## config.mk

```make
export PLATFORM = sky130hd
export DESIGN_NAME = pkt_chan_fifo_flat
export DESIGN_NICKNAME = d
export VERILOG_FILES = /design/src/rtl/spif_pkt_pkg.sv /design/src/rtl/pkt_chan_fifo_if.sv /design/src/rtl/pkt_fifo_mem.sv /design/src/rtl/pkt_chan_fifo.sv /design/src/flat_wrapper.sv
export SDC_FILE = /design/constraint.sdc
export NUM_CORES = 1
export LEC_CHECK = 0
export ABC_CLOCK_PERIOD_IN_PS = 7400
export BUFFER_PORTS_ARGS = -buffer_cell sky130_fd_sc_hd__buf_2
export CORE_ASPECT_RATIO = 1.25
export CORE_MARGIN = 2
export CORE_UTILIZATION = 25
export CTS_CLUSTER_SIZE = 40
export DETAILED_ROUTE_END_ITERATION = 7
export HOLD_SLACK_MARGIN = 0.02
export PLACE_DENSITY_LB_ADDON = 0.12
export RECOVER_POWER = 100
export SLEW_MARGIN = 5
export SYNTH_ARGS = -nofsm -noshare
export SYNTH_HDL_FRONTEND = slang
export SYNTH_SLANG_ARGS = --single-unit
```

## constraint.sdc

```tcl
create_clock -name clk -period 7.4 [get_ports clk]
set_input_delay 2.22 -clock clk [delete_from_list [all_inputs] [get_ports clk]]
set_output_delay 2.22 -clock clk [all_outputs]
set_load 0.01 [all_outputs]
```

## src/rtl/spif_pkt_pkg.sv

```systemverilog
// Shared packet-path definitions for the SpiNNaker-link packet channels.
// Holds packet width, channel count and the default per-channel FIFO depth.
package spif_pkt_pkg;

  localparam int PKT_BITS        = 16;
  localparam int NUM_CHANS       = 4;
  localparam int FIFO_DEPTH_BITS = 4;

  typedef logic [PKT_BITS-1:0] pkt_t;

endpackage

```

## src/rtl/pkt_chan_fifo_if.sv

```systemverilog
// Valid/ready packet stream used on both sides of a channel FIFO.
// master drives data/vld and receives rdy; slave is the mirror image.
interface pkt_chan_fifo_if
  import spif_pkt_pkg::*;
#(
  parameter int W = PKT_BITS
);
  logic [W-1:0] data;
  logic         vld;
  logic         rdy;

  modport master (output data, output vld, input rdy);
  modport slave  (input data, input vld, output rdy);
endinterface

```

## src/rtl/pkt_fifo_mem.sv

```systemverilog
// Simple dual-port packet store: synchronous write, asynchronous read,
// intended to map onto distributed RAM.
module pkt_fifo_mem #(
  parameter int DATA_BITS = 16,
  parameter int ADDR_BITS = 4
) (
  input  logic                 clk,
  input  logic                 wr_en,
  input  logic [ADDR_BITS-1:0] wr_addr,
  input  logic [DATA_BITS-1:0] wr_data,
  input  logic [ADDR_BITS-1:0] rd_addr,
  output logic [DATA_BITS-1:0] rd_data
);
  logic [DATA_BITS-1:0] mem [2**ADDR_BITS];

  always_ff @(posedge clk) begin
    if (wr_en) mem[wr_addr] <= wr_data;
  end

  assign rd_data = mem[rd_addr];
endmodule

```

## src/rtl/pkt_chan_fifo.sv

```systemverilog
// Per-channel elastic packet buffer (first-word fall-through) between a router
// output channel and an HSSL mux input. Optional high-water mark: PKT_CHAN_FIFO_HWM_EN.
module pkt_chan_fifo
  import spif_pkt_pkg::*;
#(
  parameter int PACKET_BITS = PKT_BITS,
  parameter int DEPTH_BITS  = FIFO_DEPTH_BITS
) (
  input  logic                  clk,
  input  logic                  reset,
  input  logic                  flush_in,
  pkt_chan_fifo_if.slave        pkt_in,
  pkt_chan_fifo_if.master       pkt_out,
  output logic [DEPTH_BITS:0]   occ_out,
  input  logic                  hwm_clr_in,
  output logic [DEPTH_BITS:0]   hwm_out,
  output logic [1:0]            fifo_cnt_out
);
  localparam int PTR_W = DEPTH_BITS + 1;

  logic [PTR_W-1:0]       wr_ptr_q, wr_ptr_d;
  logic [PTR_W-1:0]       rd_ptr_q, rd_ptr_d;
  logic [PTR_W-1:0]       occ_q, occ_d;
  logic                   empty, full, in_rdy, push, pop;
  logic [PACKET_BITS-1:0] rd_data;

  // Extra wrap bit distinguishes full from empty when the indices match.
  assign empty = (wr_ptr_q == rd_ptr_q);
  assign full  = (wr_ptr_q[DEPTH_BITS-1:0] == rd_ptr_q[DEPTH_BITS-1:0]) &&
                 (wr_ptr_q[DEPTH_BITS] != rd_ptr_q[DEPTH_BITS]);

  assign in_rdy       = !full && !flush_in && !reset;
  assign push         = pkt_in.vld && in_rdy;
  assign pop          = !empty && pkt_out.rdy && !reset;
  assign pkt_in.rdy   = in_rdy;
  assign pkt_out.vld  = !empty;
  assign pkt_out.data = rd_data;
  assign fifo_cnt_out = {pop, push};
  assign occ_out      = occ_q;

  always_comb begin
    wr_ptr_d = wr_ptr_q + PTR_W'(push);
    rd_ptr_d = rd_ptr_q + PTR_W'(pop);
    occ_d    = occ_q;
    if (flush_in) begin
      rd_ptr_d = wr_ptr_q;
      occ_d    = '0;
    end else if (push && !pop) begin
      occ_d = occ_q + PTR_W'(1);
    end else if (pop && !push) begin
      occ_d = occ_q - PTR_W'(1);
    end
  end

  always_ff @(posedge clk) begin
    if (reset) begin
      wr_ptr_q <= '0;
      rd_ptr_q <= '0;
      occ_q    <= '0;
    end else begin
      wr_ptr_q <= wr_ptr_d;
      rd_ptr_q <= rd_ptr_d;
      occ_q    <= occ_d;
    end
  end

`ifdef PKT_CHAN_FIFO_HWM_EN
  logic [PTR_W-1:0] hwm_q, hwm_d;

  // Clear reloads the upcoming occupancy rather than zero so the mark stays meaningful.
  always_comb begin
    hwm_d = hwm_q;
    if (hwm_clr_in) begin
      hwm_d = occ_d;
    end else if (occ_d > hwm_q) begin
      hwm_d = occ_d;
    end
  end

  always_ff @(posedge clk) begin
    if (reset) hwm_q <= '0;
    else       hwm_q <= hwm_d;
  end

  assign hwm_out = hwm_q;
`else
  logic hwm_clr_unused;
  assign hwm_clr_unused = hwm_clr_in;
  assign hwm_out        = '0;
`endif

  pkt_fifo_mem #(
    .DATA_BITS (PACKET_BITS),
    .ADDR_BITS (DEPTH_BITS)
  ) u_mem (
    .clk     (clk),
    .wr_en   (push),
    .wr_addr (wr_ptr_q[DEPTH_BITS-1:0]),
    .wr_data (pkt_in.data),
    .rd_addr (rd_ptr_q[DEPTH_BITS-1:0]),
    .rd_data (rd_data)
  );
endmodule

```

## src/flat_wrapper.sv

```systemverilog
// flat-port wrapper written by rule: the top's interface ports become plain ports
module pkt_chan_fifo_flat import spif_pkt_pkg::*;
#(
  parameter int PACKET_BITS = PKT_BITS,
  parameter int DEPTH_BITS  = FIFO_DEPTH_BITS
)
  (clk, reset, flush_in, occ_out, hwm_clr_in, hwm_out, fifo_cnt_out, pkt_in_data, pkt_in_vld, pkt_in_rdy, pkt_out_data, pkt_out_vld, pkt_out_rdy);
  pkt_chan_fifo_if pkt_in_i ();
  pkt_chan_fifo_if pkt_out_i ();
  input  logic clk;
  input  logic reset;
  input  logic flush_in;
  output logic [DEPTH_BITS:0] occ_out;
  input  logic hwm_clr_in;
  output logic [DEPTH_BITS:0] hwm_out;
  output logic [1:0] fifo_cnt_out;
  input wire logic [$bits(pkt_in_i.data)-1:0] pkt_in_data;
  input wire logic [$bits(pkt_in_i.vld)-1:0] pkt_in_vld;
  output wire logic [$bits(pkt_in_i.rdy)-1:0] pkt_in_rdy;
  output wire logic [$bits(pkt_out_i.data)-1:0] pkt_out_data;
  output wire logic [$bits(pkt_out_i.vld)-1:0] pkt_out_vld;
  input wire logic [$bits(pkt_out_i.rdy)-1:0] pkt_out_rdy;
  assign pkt_in_i.data = pkt_in_data;
  assign pkt_in_i.vld = pkt_in_vld;
  assign pkt_in_rdy = pkt_in_i.rdy;
  assign pkt_out_data = pkt_out_i.data;
  assign pkt_out_vld = pkt_out_i.vld;
  assign pkt_out_i.rdy = pkt_out_rdy;
  pkt_chan_fifo #(.PACKET_BITS(PACKET_BITS), .DEPTH_BITS(DEPTH_BITS)) u_core (.clk(clk), .reset(reset), .flush_in(flush_in), .pkt_in(pkt_in_i), .pkt_out(pkt_out_i), .occ_out(occ_out), .hwm_clr_in(hwm_clr_in), .hwm_out(hwm_out), .fifo_cnt_out(fifo_cnt_out));
endmodule
```

==> flow_summary.json <==
{
  "first_iter_violations": 502,
  "p_leak_nw": 3.74,
  "die_area_um2": 44200,
  "finalSetupViolCount": 0,
  "cp.depth": 5,
  "syn_to_final_growth_pct": 16.4,
  "cts_tree": "built",
  "ir_drop_uv": 178,
  "antenna_cells": 0,
  "initial_core_util": 0.253,
  "max_freq_mhz": 160,
  "first_global_vias": 5738,
  "num_vias": 5172,
  "row_count": 84,
  "max_cap_violations": 10,
  "fin_nets": 623,
  "cts_hold_buf": 0,
  "rsz0062_at_grt": "false",
  "detail_route.vias_per_cell": 4.42,
  "syn-cell-area_um2": 10600,
  "track_usage": 0.123,
  "hold_class": "reg -> reg",
  "pin_count": 52,
  "slew_viol_final": 121,
  "design.core.area_um2": 42000,
  "synth_cell_types": 38,
  "cts.reportedPaths.clkPinSlew_ns": 0.06,
  "drive_gt1_frac": 0.208,
  "max-clock-path-buffers": 3,
  "min_period_ns": 6.26,
  "crit_fanout": 42,
  "syn_inst": 522,
  "wl_per_cell_um": 22.9,
  "port_buffers": 45,
  "fill_cells": 4236,
  "cp-end-kind": "output pin",
  "ctsResizeCount": 0,
  "fin_setup_tns_ns": 0,
  "crit_arrival_ns": 4.04,
  "crit_type": "reg -> out",
  "finalCritPeriodShare": 0.846,
  "required_ns": 5.18,
  "crit_path_top_delay_cell": "dfxtp_1",
  "drt-pass1-iter-count": 7,
  "clock_latency_ns": 0.55,
  "drc": 0,
  "mostFrequentLayoutCell": "edfxtp_1",
  "violations": "capacitance limit, slew limit",
  "gp_congestion": 0.707,
  "yosysWarnings": 0,
  "layout_common_cells": "edfxtp_1, clkbuf_1, mux4_2",
  "timing.critical_path.buf_inv": 2,
  "grt_max_degree": 50,
  "fp.dieH_um": 235,
  "cp_cell_sequence": "clkbuf_2, mux4_2, a22oi_1, nand2_1, clkbuf_1",
  "ys_ff_latch": 271,
  "synth_seq_area_share": 0.752,
  "startpoint_type": "flip-flop",
  "clock_skew_ns": 0.0131,
  "cpLargestDelayFamily": "buffers and inverters",
  "syn_avg_cell_area_um2": 20.4,
  "finalNonFillerCells": 1170,
  "holdPathStages": 2,
  "ys.flop_type": "edfxtp_1",
  "post_cts_buffers": 0,
  "worstRegToRegCells": 5,
  "grt_pass1_wl_um": 39000,
  "max_stage_delay_ns": 1.25,
  "antenna_found_initial": 0,
  "htree_levels": 1,
  "hpwlAfterDp_um": 15500,
  "status": "complete, but fails checks",
  "dp.cells": 1119,
  "relSlewSlack": -0.212,
  "postRouteWirelength_um": 26800,
  "cts_num_sinks": 271,
  "power_density_nw_per_um2": 257,
  "root_buffer": "clkbuf_16",
  "cts-buffers-inserted": 30,
  "grt-ovfl-total": 0,
  "die_w_um": 188,
  "worst_slew_pin_slew_ns": 1.80,
  "async_flop_share": 0,
  "ant_nets": 0,
  "synth_edf_count": 256,
  "finalHoldViolCount": 0
}
[metrics by stage]
| step | worst slack, ns | util | area [um2] | hold WS (ns) | power (mW) |
|---|---|---|---|---|---|
| 2_1_floorplan | 2.04 | - | 10600 | 0.520 | 1.78 |
| 4_1_cts | 1.59 | 0.299 | 12600 | 0.540 | 3.23 |
| 6_report | 1.14 | 0.294 | 12400 | 0.542 | 3.18 |
| 5_1_grt | 0.858 | 0.294 | 12400 | 0.570 | 3.28 |
| 3_3_place_gp | 1.64 | 0.277 | 11600 | 0.512 | 1.82 |
| 3_5_place_dp | 1.60 | 0.277 | 11600 | 0.523 | 1.82 |
[flip-flops by register name, indices dropped and copies added (netlist names)]
name and cells:
u_core.u_mem.mem 256, u_core.occ_out 5, u_core.rd_ptr_q 5, u_core.wr_ptr_q 5
[kinds of logic after synthesis]
logic type | Yosys count | share of synthesized area
mux | 69 | 0.140
compound gates | 41 | 0.0287
fa+ha+maj | 9 | 0.0113
simple gates | 78 | 0.0358
buf+inv | 40 | 0.0213
flops | 271 | 0.752
xor+xnor | 13 | 0.0107
other cells | 1 | 0.000353
[synth_stat cells, drive strengths merged, types with 2 or more instances]
| cell type | number | area [um2] |
|---|---|---|
| edfxtp | 256 | 7690 |
| mux4 | 64 | 1440 |
| a22oi | 32 | 240 |
| buf | 27 | 178 |
| nand2 | 18 | 67.6 |
| nor2 | 18 | 67.6 |
| dfxtp | 15 | 300 |
| nor3 | 12 | 60.1 |
| clkbuf | 10 | 37.5 |
| xnor2 | 10 | 87.6 |
| ha | 8 | 100 |
| nand3 | 8 | 40.0 |
| mux2i | 5 | 50.1 |
| a21oi | 4 | 20.0 |
| nand2b | 4 | 25.0 |
| nor2b | 4 | 25.0 |
| nor4 | 4 | 25.0 |
| inv | 3 | 11.3 |
| or2 | 3 | 18.8 |
| xor2 | 3 | 26.3 |
| and2 | 2 | 12.5 |
[layer usage]
metal / global-route usage / part of all wire
met5: 0 / 0
met3: 0.0207 / 0.044
met1: 0.155 / 0.43
met2: 0.217 / 0.51
met4: 0.0366 / 0.016
[worst reg2reg max path: stages (launching register included)]
cell and delay, ns:
dfxtp_1 1.25, xnor2_1 0.17, nand4_1 0.19, o211ai_1 0.54
nor3_1 1.61, clkbuf_1 0.73
[where the power goes]
group | total (mW) | leakage [nW] | internal (mW) | switching (mW)
Sequential | 1.69 | 2.43 | 1.68 | 0.0104
Clock | 1.39 | 0.444 | 0.826 | 0.569
Combinational | 0.0886 | 0.869 | 0.0353 | 0.0533
[worst paths after layout]
check | from | end | slack [ns]
setup / recovery | u_core.rd_ptr_q[1] | pkt_out_data[5] | 1.14
setup reg to reg | u_core.rd_ptr_q[1] | u_core.u_mem.mem[9][11] | 2.52
hold reg to reg | u_core.occ_out[3] | u_core.occ_out[3] | 0.54
hold / removal | u_core.occ_out[3] | u_core.occ_out[3] | 0.54
[layout make-up]
type	count	area (um2)	share of cell area
multi-input combinational	215	2460	0.199
timing repair buffer	71	295	0.0239
clock buffer	40	810	0.0655
inverter	3	11.3	0.000910
clock inverter	11	98.8	0.00799
sequential	271	7990	0.646
tap	559	699	0.0566
No activity file was read; power rests on OpenSTA's default activity.
